<file path="config.mk">
export PLATFORM = sky130hd
export DESIGN_NAME = m9k_burst_master
export DESIGN_NICKNAME = d
export VERILOG_FILES = /design/src/rtl/m9k_burst_master.sv
export SDC_FILE = /design/constraint.sdc
export NUM_CORES = 1
export LEC_CHECK = 0
export ABC_AREA = 0
export BUFFER_PORTS_ARGS = -buffer_cell sky130_fd_sc_hd__buf_2
export CORE_ASPECT_RATIO = 0.9
export CORE_UTILIZATION = 45
export DETAILED_ROUTE_END_ITERATION = 16
export PLACE_DENSITY = 0.81
export SLEW_MARGIN = 10
export SYNTH_ARGS = -nofsm -noshare
export SYNTH_HDL_FRONTEND = slang
export SYNTH_SLANG_ARGS = --single-unit
</file>
<file path="constraint.sdc">
create_clock -name clk -period 8.6 [get_ports clk]
set_input_delay 1.72 -clock clk [delete_from_list [all_inputs] [get_ports clk]]
set_output_delay 1.72 -clock clk [all_outputs]
set_load 0.01 [all_outputs]
</file>
<file path="src/rtl/m9k_burst_master.sv">
`default_nettype none
// ============================================================================
//  Module      : m9k_burst_master
//  Description : Burst initiator for one single-port M9K bank. Converts a
//                (base, length, direction) command into sequential word
//                writes fed from a valid/ready stream, or sequential word
//                reads (1-cycle registered bank read) delivered on a
//                valid/ready stream through a 2-entry skid buffer.
//  Options     : M9K_BURST_BOUNDS_EN - adds the err output and rejects bursts
//                that would run past the top of the bank.
//  Revision    : 1.0 - initial release
// ============================================================================
module m9k_burst_master #(
  parameter int ADDR_W = 15,
  parameter int DATA_W = 32,
  parameter int LEN_W  = 16
) (
  input  logic              clk,
  input  logic              rst,
  input  logic              req_valid,
  output logic              req_ready,
  input  logic              req_write,
  input  logic [ADDR_W-1:0] req_base,
  input  logic [LEN_W-1:0]  req_len,
  input  logic              wr_valid,
  output logic              wr_ready,
  input  logic [DATA_W-1:0] wr_data,
  output logic              rd_valid,
  input  logic              rd_ready,
  output logic [DATA_W-1:0] rd_data,
  output logic              done,
  output logic              mem_w_en,
  output logic [ADDR_W-1:0] mem_addr,
  output logic [DATA_W-1:0] mem_data_store,
  input  logic [DATA_W-1:0] mem_data_load
`ifdef M9K_BURST_BOUNDS_EN
  ,
  output logic              err
`endif
);

  typedef enum logic [1:0] {
    ST_IDLE  = 2'd0,
    ST_WR    = 2'd1,
    ST_RD    = 2'd2,
    ST_DRAIN = 2'd3
  } state_t;

  state_t            state_q, state_d;
  logic [ADDR_W-1:0] cur_addr_q, cur_addr_d;
  logic [LEN_W-1:0]  remaining_q, remaining_d;
  logic [DATA_W-1:0] buf0_q, buf0_d;   // buffer head
  logic [DATA_W-1:0] buf1_q, buf1_d;   // buffer second entry
  logic [1:0]        occ_q, occ_d;
  logic              inflight_q, inflight_d;
  logic              done_q, done_d;

  logic              pop;
  logic              push;
  logic [2:0]        slots_used;       // words held or in flight after this cycle's pop
  logic [1:0]        occ_after_pop;

`ifdef M9K_BURST_BOUNDS_EN
  localparam logic [ADDR_W+LEN_W:0] BANK_WORDS = {{LEN_W{1'b0}}, 1'b1, {ADDR_W{1'b0}}};
  logic                  err_q, err_d;
  logic [ADDR_W+LEN_W:0] end_addr;
  logic                  out_of_bounds;

  // One-past-the-end address of the requested burst, wide enough never to wrap
  always_comb begin
    end_addr      = {{(LEN_W+1){1'b0}}, req_base} + {{(ADDR_W+1){1'b0}}, req_len};
    out_of_bounds = (end_addr > BANK_WORDS);
  end
`endif

  // Burst sequencing: next state, address/length bookkeeping and bank drive
  always_comb begin
    state_d        = state_q;
    cur_addr_d     = cur_addr_q;
    remaining_d    = remaining_q;
    inflight_d     = 1'b0;
    done_d         = 1'b0;
`ifdef M9K_BURST_BOUNDS_EN
    err_d          = 1'b0;
`endif
    req_ready      = 1'b0;
    wr_ready       = 1'b0;
    mem_w_en       = 1'b0;
    mem_addr       = '0;
    mem_data_store = '0;
    pop            = (occ_q != 2'd0) && rd_ready;
    push           = inflight_q;
    slots_used     = {1'b0, occ_q} + {2'b00, inflight_q} - {2'b00, pop};

    case (state_q)
      ST_IDLE: begin
        req_ready = 1'b1;
        if (req_valid) begin
          cur_addr_d  = req_base;
          remaining_d = req_len;
          if (req_len == '0) begin
            done_d = 1'b1;
          end
`ifdef M9K_BURST_BOUNDS_EN
          else if (out_of_bounds) begin
            done_d = 1'b1;
            err_d  = 1'b1;
          end
`endif
          else if (req_write) begin
            state_d = ST_WR;
          end else begin
            state_d = ST_RD;
          end
        end
      end

      ST_WR: begin
        wr_ready = 1'b1;
        if (wr_valid) begin
          mem_w_en       = 1'b1;
          mem_addr       = cur_addr_q;
          mem_data_store = wr_data;
          cur_addr_d     = cur_addr_q + ADDR_W'(1);
          remaining_d    = remaining_q - LEN_W'(1);
          if (remaining_q == LEN_W'(1)) begin
            state_d = ST_IDLE;
            done_d  = 1'b1;
          end
        end
      end

      ST_RD: begin
        // Only issue when the word coming back is guaranteed a buffer slot
        if ((remaining_q != '0) && (slots_used < 3'd2)) begin
          mem_addr    = cur_addr_q;
          inflight_d  = 1'b1;
          cur_addr_d  = cur_addr_q + ADDR_W'(1);
          remaining_d = remaining_q - LEN_W'(1);
          if (remaining_q == LEN_W'(1)) begin
            state_d = ST_DRAIN;
          end
        end
      end

      ST_DRAIN: begin
        if ((occ_q == 2'd0) && !inflight_q) begin
          state_d = ST_IDLE;
          done_d  = 1'b1;
        end
      end

      default: state_d = ST_IDLE;
    endcase

    // Hold every handshake and bank output quiet while reset is asserted
    if (rst) begin
      req_ready      = 1'b0;
      wr_ready       = 1'b0;
      mem_w_en       = 1'b0;
      mem_addr       = '0;
      mem_data_store = '0;
    end
  end

  // Read buffer: pop shifts the head out, returning word lands at the new tail
  always_comb begin
    buf0_d        = buf0_q;
    buf1_d        = buf1_q;
    occ_after_pop = occ_q - {1'b0, pop};
    if (pop) begin
      buf0_d = buf1_q;
    end
    if (push) begin
      if (occ_after_pop == 2'd0) begin
        buf0_d = mem_data_load;
      end else begin
        buf1_d = mem_data_load;
      end
    end
    occ_d = occ_after_pop + {1'b0, push};
  end

  // Read-side and completion outputs, forced to zero during reset
  always_comb begin
    rd_valid = (occ_q != 2'd0) && !rst;
    rd_data  = rd_valid ? buf0_q : '0;
    done     = done_q && !rst;
`ifdef M9K_BURST_BOUNDS_EN
    err      = err_q && !rst;
`endif
  end

  // State and datapath registers; reset abandons any burst in progress
  always_ff @(posedge clk) begin
    if (rst) begin
      state_q     <= ST_IDLE;
      cur_addr_q  <= '0;
      remaining_q <= '0;
      buf0_q      <= '0;
      buf1_q      <= '0;
      occ_q       <= 2'd0;
      inflight_q  <= 1'b0;
      done_q      <= 1'b0;
`ifdef M9K_BURST_BOUNDS_EN
      err_q       <= 1'b0;
`endif
    end else begin
      state_q     <= state_d;
      cur_addr_q  <= cur_addr_d;
      remaining_q <= remaining_d;
      buf0_q      <= buf0_d;
      buf1_q      <= buf1_d;
      occ_q       <= occ_d;
      inflight_q  <= inflight_d;
      done_q      <= done_d;
`ifdef M9K_BURST_BOUNDS_EN
      err_q       <= err_d;
`endif
    end
  end

endmodule
`default_nettype wire

</file>
==> summary.md <==
| Metric | Value |
|---|---|
| RSZ-0062 raised after global routing | no |
| Die footprint | 13100 um^2 |
| Worst-Skew Late Latency | 0.34 ns |
| Main synth FF type | dfxtp_1 |
| M1 GR Usage | 30.3% |
| Die height | 109 um |
| Initial Util | 46.6% |
| First-pass GRT wire length | 24600 um |
| Reg2reg start | inflight_q$_SDFF_PP0_ |
| Largest net degree at the start of global routing | 100 |
| Synth area leaders | dfxtp_1, and2_1, nand2_1 |
| R2r endpoint | cur_addr_q[6]$_SDFFE_PP0P_ |
| Core Util, Final | 57.2% |
| Rel. slew slack | 23.8% |
| CP endpoint kind | output pin |
| Setup crit end | mem_addr[5] |
| Die X | 120 um |
| WP data required | 6.88 ns |
| Vias per cell | 5.55 |
| Status | complete, no violations |
| CTS Sinks | 101 |
| Reg2Reg Setup Slack | 5.30 ns |
| Final Net Count | 977 |
| CTS buffer count | 9 |
| Root Buffer Master | clkbuf_16 |
| TritonRoute pass-1 iters | 5 |
| GRT Util Overall | 23.3% |
| Gate count after technology mapping | 724 |
| Register area share after synthesis | 35.6% |
| Io pins | 185 |
| Pwr Density | 333 nW/um^2 |
| Share of layout cells above drive strength 1 | 26.3% |
| Post-DP HPWL | 10400 um |
| Initial antenna violation count | 2 |
| Cts-stage hold buffer count | 0 |
| Synth top area share | 35.6% |
| Crit path max fanout | 15 |
| Area leader, netlist | dfxtp_1 |
| TritonCTS clock tree | yes |
| Gr busiest metal | met2 |
| # DRC | 0 |
| Worst-Margin Slew | 1.14 ns |
| Post-route ant nets | 0 |
| R2R cell count | 8 |
| Dpl cells | 1014 |
| Max-slew violations | 0 |
| Achievable Freq | 0.186 GHz |
| Area of the multi-input gates | 3380 um^2 |
| Cell with the most instances after synthesis | nand2_1 |
| IO buf count | 184 |
| Final setup fails | 0 |
| Synth Register Bits | 101 |
| Grt met2 use | 38.7% |
| Area Growth Syn to Fin | 22.7% |
| Core area | 12200 um^2 |
| Max_cap viols | 0 |
| Net Count, Synth | 836 |
| Post-synth top cells | nand2_1, dfxtp_1, and2_1, a21oi_1, clkbuf_1 |
| Maximum vdd ir drop | 0.192 mV |
| DR WL/cell | 14.9 um |
| RePlAce Congestion | 0.829 |
| Mapped Area | 5670 um^2 |
| Resized Gates After CTS | 0 |
| DR iter-0 viols | 548 |
| Floorplan row count | 38 |
| GR Layer Usage met3 | 4.80% |
| Final WL | 15300 um |
| Crit path from | rd_ready |
| Tmin final | 5.37 ns |
| Total grt overflow | 0 |
| P_leak | 3.17 nW |
| Setup TNS | 0 ns |
| Critical Path AT | 3.65 ns |
| CP startpoint kind | input port |
| H-tree depth | 3 |
| Period Utilization, post-route | 62.5% |
| Post-CTS Setup Inserts | 0 |
| Number of flops mapped to enable cells by yosys | 0 |
| Hold Path Class | reg2reg |
| Final Total Pwr | 0.00232 W |
| Vias in the first global route | 5148 |
| # fillers | 1153 |
| Clock skew | 0.0110 ns |
| Syn Area/Cell | 7.83 um^2 |
| YS warnings | 0 |
| Hold slack | 0.455 ns |
| Vias | 5727 |
| Final Hold Fails | 0 |
| Clk slew on worst S/H paths | 0.07 ns |
| Sequential Area | 2020 um^2 |
| Fin cells | 1032 |
| WS Path Type | in2out |
| Hold_sp | buf1_q[8]$_SDFFE_PP0P_ |
| Asr flop ratio synth | 0% |
| Distinct cell type count of the synthesized netlist | 61 |
| Max clock buf depth | 2 |
metal layers:
metal,vias up,wire (um)
met5,-,0
met4,0,201
met3,18,1060
met2,218,7320
met1,2646,6750
li1,2845,-
state kept, by name, summed over array words and instances (netlist names):
signal / cells
buf1_q: 32
done_q: 1
state_q: 2
inflight_q: 1
remaining_q: 16
buf0_q: 32
occ_q: 2
cur_addr_q: 15
stage by stage:
step / area [um^2] / worst slack [ns]
after floorplan: 5670 / 2.84
after global placement: 6630 / 3.27
after detailed placement: 6630 / 3.19
after CTS: 6950 / 3.19
after global routing: 6960 / 2.99
final: 6960 / 3.23
worst max-delay path, stage by stage:
cell and delay [ns]:
buf_2 0.12, xor2_1 0.15, nand2_1 0.08, fa_1 0.38, xnor2_1 0.18, nand3_1 0.12, o21ai_1 0.14, and3_1 0.44
and2_1 0.19, buf_2 0.12
report_power, final:
part	total (W)	switching (W)	leakage [nW]	internal (W)
Combinational	0.00118	0.000736	2.20	0.000445
Sequential	0.000721	0.000124	0.821	0.000598
Clock	0.000416	0.000206	0.153	0.000210
Total	0.00232	0.00107	3.17	0.00125
logic make-up (layout without fill, tap and decap cells):
kind of cell               after synthesis  count (layout)  share of synthesized area [%]
buffers and inverters                   74             220                           5.16
AOI/OAI and AO/OA                      186             186                           21.5
muxes                                   38              38                           6.75
DFF                                    101             101                           35.6
adders and majority gates               11              11                           2.56
and+or+nand+nor                        310             310                           27.8
other                                    0               2                              0
xor gates and xnor gates                 4               4                          0.618
worst min path at each step:
| stage | to | slack [ns] | cells past startpoint |
|---|---|---|---|
| after floorplan | buf1_q[0]$_SDFFE_PP0P_ | 0.44 | 2 |
| after global placement | buf1_q[5]$_SDFFE_PP0P_ | 0.44 | 2 |
| after detailed placement | buf1_q[8]$_SDFFE_PP0P_ | 0.45 | 2 |
| after CTS | buf1_q[8]$_SDFFE_PP0P_ | 0.46 | 2 |
| after global routing | buf1_q[25]$_SDFFE_PP0P_ | 0.48 | 2 |
| final | buf1_q[8]$_SDFFE_PP0P_ | 0.45 | 2 |
final cells by class:
type | count | area share (%)
Antenna cell | 2 | 0.0719
Tap cell | 160 | 2.88
Clock buffer | 9 | 3.24
Inverter | 11 | 0.593
Multi-Input combinational cell | 549 | 48.6
Sequential cell | 101 | 29.1
Timing Repair Buffer | 193 | 14.2
Clock inverter | 7 | 1.35
cell usage in the layout, fill, tap and decap left out, types with 3 or more instances in the layout:
master	count
a211oi_1	37
a21oi_1	61
a22oi_1	3
a31oi_1	3
and2_1	82
buf_2	183
buf_4	10
clkbuf_16	9
clkinv_8	4
dfxtp_1	101
ha_1	10
inv_1	11
mux2i_1	36
nand2_1	102
nand3_1	15
nand4_1	6
nor2_1	49
nor2b_1	8
nor3_1	15
nor4_1	7
o211ai_1	8
o21a_1	3
o21ai_0	23
o311ai_0	5
o31ai_1	17
or3_1	5
or4_1	3
Power figures use the tool's default switching activity.
